`config.mk`:
```
export PLATFORM = sky130hd
export DESIGN_NAME = sbox_pipe
export DESIGN_NICKNAME = d
export VERILOG_FILES = /design/src/rtl/sbox_pipe_pkg.sv /design/src/rtl/sbox_pipe_lane.sv /design/src/rtl/sbox_pipe.sv
export SDC_FILE = /design/constraint.sdc
export NUM_CORES = 1
export LEC_CHECK = 0
export CAP_MARGIN = 20
export CORE_AREA = 3 3 274 410
export DETAILED_ROUTE_END_ITERATION = 10
export DIE_AREA = 0 0 277 413
export GPL_TIMING_DRIVEN = 0
export HOLD_SLACK_MARGIN = 0.12
export PLACE_DENSITY_LB_ADDON = 0.12
export SYNTH_ARGS = -nofsm -noshare
export SYNTH_HDL_FRONTEND = slang
export SYNTH_HIERARCHICAL = 1
export SYNTH_SLANG_ARGS = --single-unit
```
`constraint.sdc`:
```
create_clock -name clk -period 17.7 [get_ports clk]
set_input_delay 3.54 -clock clk [delete_from_list [all_inputs] [get_ports clk]]
set_output_delay 3.54 -clock clk [all_outputs]
set_load 0.005 [all_outputs]
```
`src/rtl/sbox_pipe_pkg.sv`:
```
// Shared types and constants for the pipelined AES S-box engine.
// SBOX_PIPE_MID_REG_EN selects the 3-stage build (extra inverter register).
package sbox_pipe_pkg;

    typedef enum logic {
        SBOX_FWD = 1'b0,
        SBOX_INV = 1'b1
    } sbox_mode_e;

    localparam int BYTE_W = 8;

`ifdef SBOX_PIPE_MID_REG_EN
    localparam int PIPE_LAT = 3;
`else
    localparam int PIPE_LAT = 2;
`endif

    // Known answers, four lanes packed lane 3 .. lane 0.
    localparam logic [31:0] KAT_FWD_IN  = 32'h5301_00FF;
    localparam logic [31:0] KAT_FWD_OUT = 32'hED7C_6316;
    localparam logic [31:0] KAT_INV_IN  = 32'hED7C_6316;
    localparam logic [31:0] KAT_INV_OUT = 32'h5301_00FF;

    // GF(2^8) multiply modulo x^8 + x^4 + x^3 + x + 1.
    function automatic logic [BYTE_W-1:0] gf_mul(input logic [BYTE_W-1:0] a,
                                                  input logic [BYTE_W-1:0] b);
        logic [BYTE_W-1:0] p;
        logic [BYTE_W-1:0] aa;
        p  = '0;
        aa = a;
        for (int i = 0; i < BYTE_W; i++) begin
            if (b[i]) p = p ^ aa;
            aa = {aa[BYTE_W-2:0], 1'b0} ^ (aa[BYTE_W-1] ? 8'h1B : 8'h00);
        end
        return p;
    endfunction

endpackage

```
`src/rtl/sbox_pipe_lane.sv`:
```
// One byte lane of the S-box engine, purely combinational, in three parts:
//   top    : mode-selected input layer (identity / inverse affine)
//   invert : GF(2^8) inversion via the GF(2^4) subfield norm N = a^17,
//            split into a front half (a^16 and N^-1) and a back half
//            (a^-1 = a^16 * N^-1) so a register can sit between them
//   bottom : mode-selected output layer (forward affine / identity)
module sbox_lane
    import sbox_pipe_pkg::*;
(
    input  sbox_mode_e        top_mode_i,
    input  logic [BYTE_W-1:0] top_in_i,
    output logic [BYTE_W-1:0] top_o,
    input  logic [BYTE_W-1:0] lin_i,
    output logic [BYTE_W-1:0] frob_o,
    output logic [BYTE_W-1:0] ninv_o,
    input  sbox_mode_e        bot_mode_i,
    input  logic [BYTE_W-1:0] frob_i,
    input  logic [BYTE_W-1:0] ninv_i,
    output logic [BYTE_W-1:0] bot_o
);

    logic [BYTE_W-1:0] a2, a4, a8, n, n2, n4, n8, n12;
    logic [BYTE_W-1:0] inv_w;

    function automatic logic [BYTE_W-1:0] rotl(input logic [BYTE_W-1:0] v, input int k);
        return (v << k) | (v >> (BYTE_W - k));
    endfunction

    function automatic logic [BYTE_W-1:0] aff_fwd(input logic [BYTE_W-1:0] b);
        return b ^ rotl(b, 1) ^ rotl(b, 2) ^ rotl(b, 3) ^ rotl(b, 4) ^ 8'h63;
    endfunction

    function automatic logic [BYTE_W-1:0] aff_inv(input logic [BYTE_W-1:0] s);
        return rotl(s, 1) ^ rotl(s, 3) ^ rotl(s, 6) ^ 8'h05;
    endfunction

    // Input layer: inverse S-box undoes the affine map before inversion.
    always_comb begin
        top_o = (top_mode_i == SBOX_INV) ? aff_inv(top_in_i) : top_in_i;
    end

    // Inverter front half: a^16 and the subfield inverse N^-1 = N^14.
    always_comb begin
        a2     = gf_mul(lin_i, lin_i);
        a4     = gf_mul(a2, a2);
        a8     = gf_mul(a4, a4);
        frob_o = gf_mul(a8, a8);
        n      = gf_mul(frob_o, lin_i);
        n2     = gf_mul(n, n);
        n4     = gf_mul(n2, n2);
        n8     = gf_mul(n4, n4);
        n12    = gf_mul(n8, n4);
        ninv_o = gf_mul(n12, n2);
    end

    // Inverter back half and output layer; zero maps to zero naturally.
    always_comb begin
        inv_w = gf_mul(frob_i, ninv_i);
        bot_o = (bot_mode_i == SBOX_FWD) ? aff_fwd(inv_w) : inv_w;
    end

endmodule

```
`src/rtl/sbox_pipe.sv`:
```
// Multi-lane pipelined AES S-box engine with valid/ready and a sideband tag.
// Whole-pipe stall: every stage advances together when the output is free.
// Define SBOX_PIPE_MID_REG_EN to register the inverter intermediates
// (stage S1b), giving 3-cycle latency instead of 2.
module sbox_pipe
    import sbox_pipe_pkg::*;
#(
    parameter int LANES = 4,
    parameter int TAG_W = 4
) (
    input  logic                    clk,
    input  logic                    rst,
    input  logic                    in_valid,
    output logic                    in_ready,
    input  logic                    in_mode,
    input  logic [BYTE_W*LANES-1:0] in_data,
    input  logic [TAG_W-1:0]        in_tag,
    output logic                    out_valid,
    input  logic                    out_ready,
    output logic [BYTE_W*LANES-1:0] out_data,
    output logic [TAG_W-1:0]        out_tag,
    output logic                    out_mode,
    output logic                    busy
);

    localparam int DW = BYTE_W * LANES;

    logic             adv;
    sbox_mode_e       in_mode_e;

    logic             vld1_q, vld1_d;
    sbox_mode_e       mode1_q;
    logic [TAG_W-1:0] tag1_q;
    logic [DW-1:0]    lin1_q;

    logic [DW-1:0]    top_w, frob_w, ninv_w, bot_w;

    // Signals feeding the output stage (from S1 or S1b depending on build).
    logic             vld_s;
    sbox_mode_e       mode_s;
    logic [TAG_W-1:0] tag_s;
    logic [DW-1:0]    frob_s, ninv_s;

    logic             out_valid_q, out_valid_d;
    logic [DW-1:0]    out_data_q;
    logic [TAG_W-1:0] out_tag_q;
    sbox_mode_e       out_mode_q;

`ifdef SBOX_PIPE_MID_REG_EN
    logic             vld1b_q, vld1b_d;
    sbox_mode_e       mode1b_q;
    logic [TAG_W-1:0] tag1b_q;
    logic [DW-1:0]    frob1b_q, ninv1b_q;
`endif

    assign in_mode_e = sbox_mode_e'(in_mode);

    // Global advance: the pipe moves only when the output slot can drain.
    always_comb begin
        adv = ~out_valid_q | out_ready;
    end

    assign in_ready = adv;

    // Next-state for all stage valid bits; a stall freezes bubbles too.
    always_comb begin
        vld1_d      = vld1_q;
        out_valid_d = out_valid_q;
`ifdef SBOX_PIPE_MID_REG_EN
        vld1b_d     = vld1b_q;
`endif
        if (adv) begin
            vld1_d      = in_valid;
            out_valid_d = vld_s;
`ifdef SBOX_PIPE_MID_REG_EN
            vld1b_d     = vld1_q;
`endif
        end
    end

    genvar gi;
    generate
        for (gi = 0; gi < LANES; gi++) begin : g_lane
            sbox_lane u_lane (
                .top_mode_i (in_mode_e),
                .top_in_i   (in_data[gi*BYTE_W +: BYTE_W]),
                .top_o      (top_w[gi*BYTE_W +: BYTE_W]),
                .lin_i      (lin1_q[gi*BYTE_W +: BYTE_W]),
                .frob_o     (frob_w[gi*BYTE_W +: BYTE_W]),
                .ninv_o     (ninv_w[gi*BYTE_W +: BYTE_W]),
                .bot_mode_i (mode_s),
                .frob_i     (frob_s[gi*BYTE_W +: BYTE_W]),
                .ninv_i     (ninv_s[gi*BYTE_W +: BYTE_W]),
                .bot_o      (bot_w[gi*BYTE_W +: BYTE_W])
            );
        end
    endgenerate

    // ---- S1: input linear layer output, mode and tag ----
    // S1 valid bit.
    always_ff @(posedge clk) begin
        if (rst) vld1_q <= 1'b0;
        else     vld1_q <= vld1_d;
    end

    // S1 payload; no reset needed, qualified by vld1_q.
    always_ff @(posedge clk) begin
        if (adv) begin
            lin1_q  <= top_w;
            mode1_q <= in_mode_e;
            tag1_q  <= in_tag;
        end
    end

`ifdef SBOX_PIPE_MID_REG_EN
    // ---- S1b: registered inverter intermediates ----
    // S1b valid bit.
    always_ff @(posedge clk) begin
        if (rst) vld1b_q <= 1'b0;
        else     vld1b_q <= vld1b_d;
    end

    // S1b payload: a^16 and subfield inverse per lane.
    always_ff @(posedge clk) begin
        if (adv) begin
            frob1b_q <= frob_w;
            ninv1b_q <= ninv_w;
            mode1b_q <= mode1_q;
            tag1b_q  <= tag1_q;
        end
    end

    assign vld_s  = vld1b_q;
    assign mode_s = mode1b_q;
    assign tag_s  = tag1b_q;
    assign frob_s = frob1b_q;
    assign ninv_s = ninv1b_q;
    assign busy   = vld1_q | vld1b_q | out_valid_q;
`else
    assign vld_s  = vld1_q;
    assign mode_s = mode1_q;
    assign tag_s  = tag1_q;
    assign frob_s = frob_w;
    assign ninv_s = ninv_w;
    assign busy   = vld1_q | out_valid_q;
`endif

    // ---- S2: S-box result; held stable while stalled ----
    // Output register with reset so idle outputs read as zero.
    always_ff @(posedge clk) begin
        if (rst) begin
            out_valid_q <= 1'b0;
            out_data_q  <= '0;
            out_tag_q   <= '0;
            out_mode_q  <= SBOX_FWD;
        end else begin
            out_valid_q <= out_valid_d;
            if (adv) begin
                out_data_q <= bot_w;
                out_tag_q  <= tag_s;
                out_mode_q <= mode_s;
            end
        end
    end

    assign out_valid = out_valid_q;
    assign out_data  = out_data_q;
    assign out_tag   = out_tag_q;
    assign out_mode  = out_mode_q;

endmodule

```
==> results.md <==
* Status: completed
* Clock Path Buffers at 2
* Final HPWL DP at 118,000 um
* Synth Register Bits at 76
* Warnings from Yosys at 6
* Area grow syn2layout at 25.4%
* Crit-path slowest cell: xnor3_2
* Sequential fraction of the synthesis area at 3.87%
* Pre-Repair DR Iteration Count at 6
* Initial Utilization at 44.9%
* First-pass GRT wire length at 251,000 um
* Synth top area cells: xnor2_1 (23%), xnor3_1 (9.2%), xor2_1 (6.6%), nand2_1 (6.1%), nor2_1 (5.6%)
* Global route overflow at 0
* Worst-path clk slew at 80 ps
* Worst hold path class: reg2reg
* Post-synth top flop: dfxtp_1
* Synth top cells by count: xnor2_1 (1,263), nand2_1 (792), nor2_1 (726), xor2_1 (369), a21oi_1 (298)
* Reg2Reg Setup Slack at 570 ps
* WS Path Type: reg2reg
* Nets@finish at 7,163
* Num CTS Buffers at 9
* CP startpoint kind: flop
* Max_cap viols at 0
* Die area at 0.114 mm^2
* Die height at 413 um
* Syn avg cell area at 7.47 um^2
* Initial antenna violation count at 3
* Setup ws final at 570 ps
* Pre-CTS WS at -4270 ps
* Routed length per instance at 18.9 um
* CTS Sinks at 76
* CP Capture Type: flop
* I/O Buffers at 79
* Cell Area, Synth at 0.0489 mm^2
* CP required at 18,030 ps
* Worst-Margin Slew at 1040 ps
* Via-to-Cell Ratio at 5.78
* # DRC at 0
* Share of Yosys cell area claimed by the top area cell type at 22.6%
* Worst skew pair latency at 410 ps
* CORE AREA at 0.109 mm^2
* Vias in the first global route at 46.8k
* Most frequent cell after synthesis: xnor2_1
* Final Cycle Share at 96.8%
* Final setup fails at 0
* Remaining antenna violation count at 0
* Post-synth EDFFs at 37
* Min cycle time layout at 17,130 ps
* Worst slew margin at 30.3%
* # hold bufs at CTS at 0
* Non-filler cells, final at 8,526
* Worst path max stage delay at 540 ps
* Yosys top cell by area: xnor2_1
* Site Rows at 148
* CP Buf/Inv Count at 16
* CTS root buf: clkbuf_16
* Fraction of registers with async set or reset after synthesis at 0%
* Overall routed net length at 161,000 um
* Die width at 277 um
* H-tree Lvls at 3
* RSZ-0062 raised after global routing: true
* Vias at 49.3k
* Crit Path Max Fanout at 10
* IO Pins at 81
* DP Cell Count at 8,059
* Routability Congestion at 0.931
* Fin. max-slew vios at 0
* Post-synthesis cell type count at 123
* Largest net degree at the start of global routing at 22
* DRT iter0 DRCs at 3,678
* Share of cells above drive strength 1 at 24.0%
* CP top delay family: XOR/XNOR gates
* CP arrival at 17,460 ps
* Synth Net Count at 6,623
* CTS tree: yes
* Most frequent CP cell: buf_4
* Fin. Hold Viols at 0
* Syn Inst Count at 6,554
* Setup Skew at 29.2 ps
* Max Fclk at 58.4 MHz
* GR Util All Layers at 26.1%
worst min-delay path: stages, from the launching register on:
cell and delay, ps:
dfxtp_1 320, inv_1 50, a21oi_1 50
worst paths after layout:
check,start,to,cells after the start
worst max register to register,lin1_q[15]$_DFFE_PP_,out_data[15]$_SDFFE_PP0P_,78
worst min register to register,vld1_q$_SDFFE_PP0P_,out_valid$_SDFFE_PP0P_,2
worst max-delay path,lin1_q[15]$_DFFE_PP_,out_data[15]$_SDFFE_PP0P_,78
worst min-delay path,vld1_q$_SDFFE_PP0P_,out_valid$_SDFFE_PP0P_,2
cells in the final DEF (no fill, tap or decap), types with 50 or more instances in the layout:
| master | synthesis | layout |
|---|---|---|
| a21oi_1 | 298 | 287 |
| o211ai_1 | 89 | 89 |
| nand3_1 | 187 | 183 |
| nor2_1 | 726 | 701 |
| xnor3_2 | 9 | 62 |
| clkbuf_2 | 3 | 55 |
| nand2_1 | 792 | 786 |
| buf_2 | 97 | 76 |
| mux2_2 | 58 | 56 |
| o21ai_1 | 55 | 54 |
| buf_4 | 50 | 511 |
| a31oi_1 | 52 | 50 |
| clkdlybuf4s50_1 | 0 | 79 |
| xor2_2 | 29 | 88 |
| nand2b_1 | 110 | 109 |
| and3_1 | 58 | 57 |
| xor2_1 | 369 | 275 |
| mux2i_1 | 163 | 150 |
| o21ai_0 | 201 | 192 |
| o22ai_1 | 66 | 65 |
| clkbuf_1 | 261 | 154 |
| inv_1 | 90 | 70 |
| xnor2_4 | 19 | 82 |
| nor3_1 | 150 | 146 |
| xnor2_1 | 1263 | 1009 |
| xnor3_1 | 199 | 147 |
| xnor2_2 | 75 | 266 |
registers in the layout, summed over array words and instances, names as in the netlist:
| signal | cells |
|---|---|
| tag1_q | 4 |
| mode1_q | 1 |
| out_mode | 1 |
| vld1_q | 1 |
| out_valid | 1 |
| out_data | 32 |
| lin1_q | 32 |
| out_tag | 4 |
logic make-up (layout without fill, tap and decap cells):
family | after synthesis | after routing | share of synthesized area [%]
AOI/OAI and AO/OA | 1250 | 1250 | 17.6
muxes | 231 | 231 | 4.92
other | 0 | 2 | 0
buffers and inverters | 577 | 1121 | 5.33
adders and majority gates | 28 | 28 | 0.716
xor gates and xnor gates | 1985 | 1986 | 44.5
DFF | 76 | 76 | 3.87
and+or+nand+nor | 2407 | 2407 | 23.1
per-layer routing:
layer | track usage [%] | vias up | wire length [um]
li1 | - | 23700 | -
met1 | 30.9 | 23700 | 65100
met2 | 49.4 | 1457 | 83700
met3 | 2.07 | 362 | 6850
met4 | 8.38 | 0 | 5340
met5 | 0 | - | 0
cell type report:
class,count,area [um^2]
flip-flops and latches,76,1890
plain buffers,451,2710
well taps,1425,1780
clock inverters,7,65.1
clock buffers,9,225
diodes,2,5.00
repair buffers,537,4470
fillers,10100,47500
inverters,117,475
multi-input cells,5902,49700
metrics by stage:
| stage | setup TNS, ps | util, % | instance area [um^2] | hold WS, ps |
|---|---|---|---|---|
| floorplan | 0 | - | 49200 | 434 |
| global placement | -126490 | 47.5 | 51800 | 444 |
| detailed placement | -127150 | 47.6 | 51800 | 449 |
| CTS | 0 | 52.1 | 56700 | 465 |
| global route | -2070 | 56.4 | 61400 | 483 |
| finish | 0 | 56.4 | 61400 | 465 |
what timing repair did:
| action | 4_1_cts | 5_1_grt |
|---|---|---|
| pin swaps | 193 | 306 |
| resized for setup | 561 | 548 |
| setup endpoints to repair | 32 | 32 |
| buffers inserted | 207 | 246 |
| cloned | 0 | 5 |
Power is left out: the tool's default activity adds up to more than one toggle a clock period on the data nets, which glitch-free logic cannot reach.
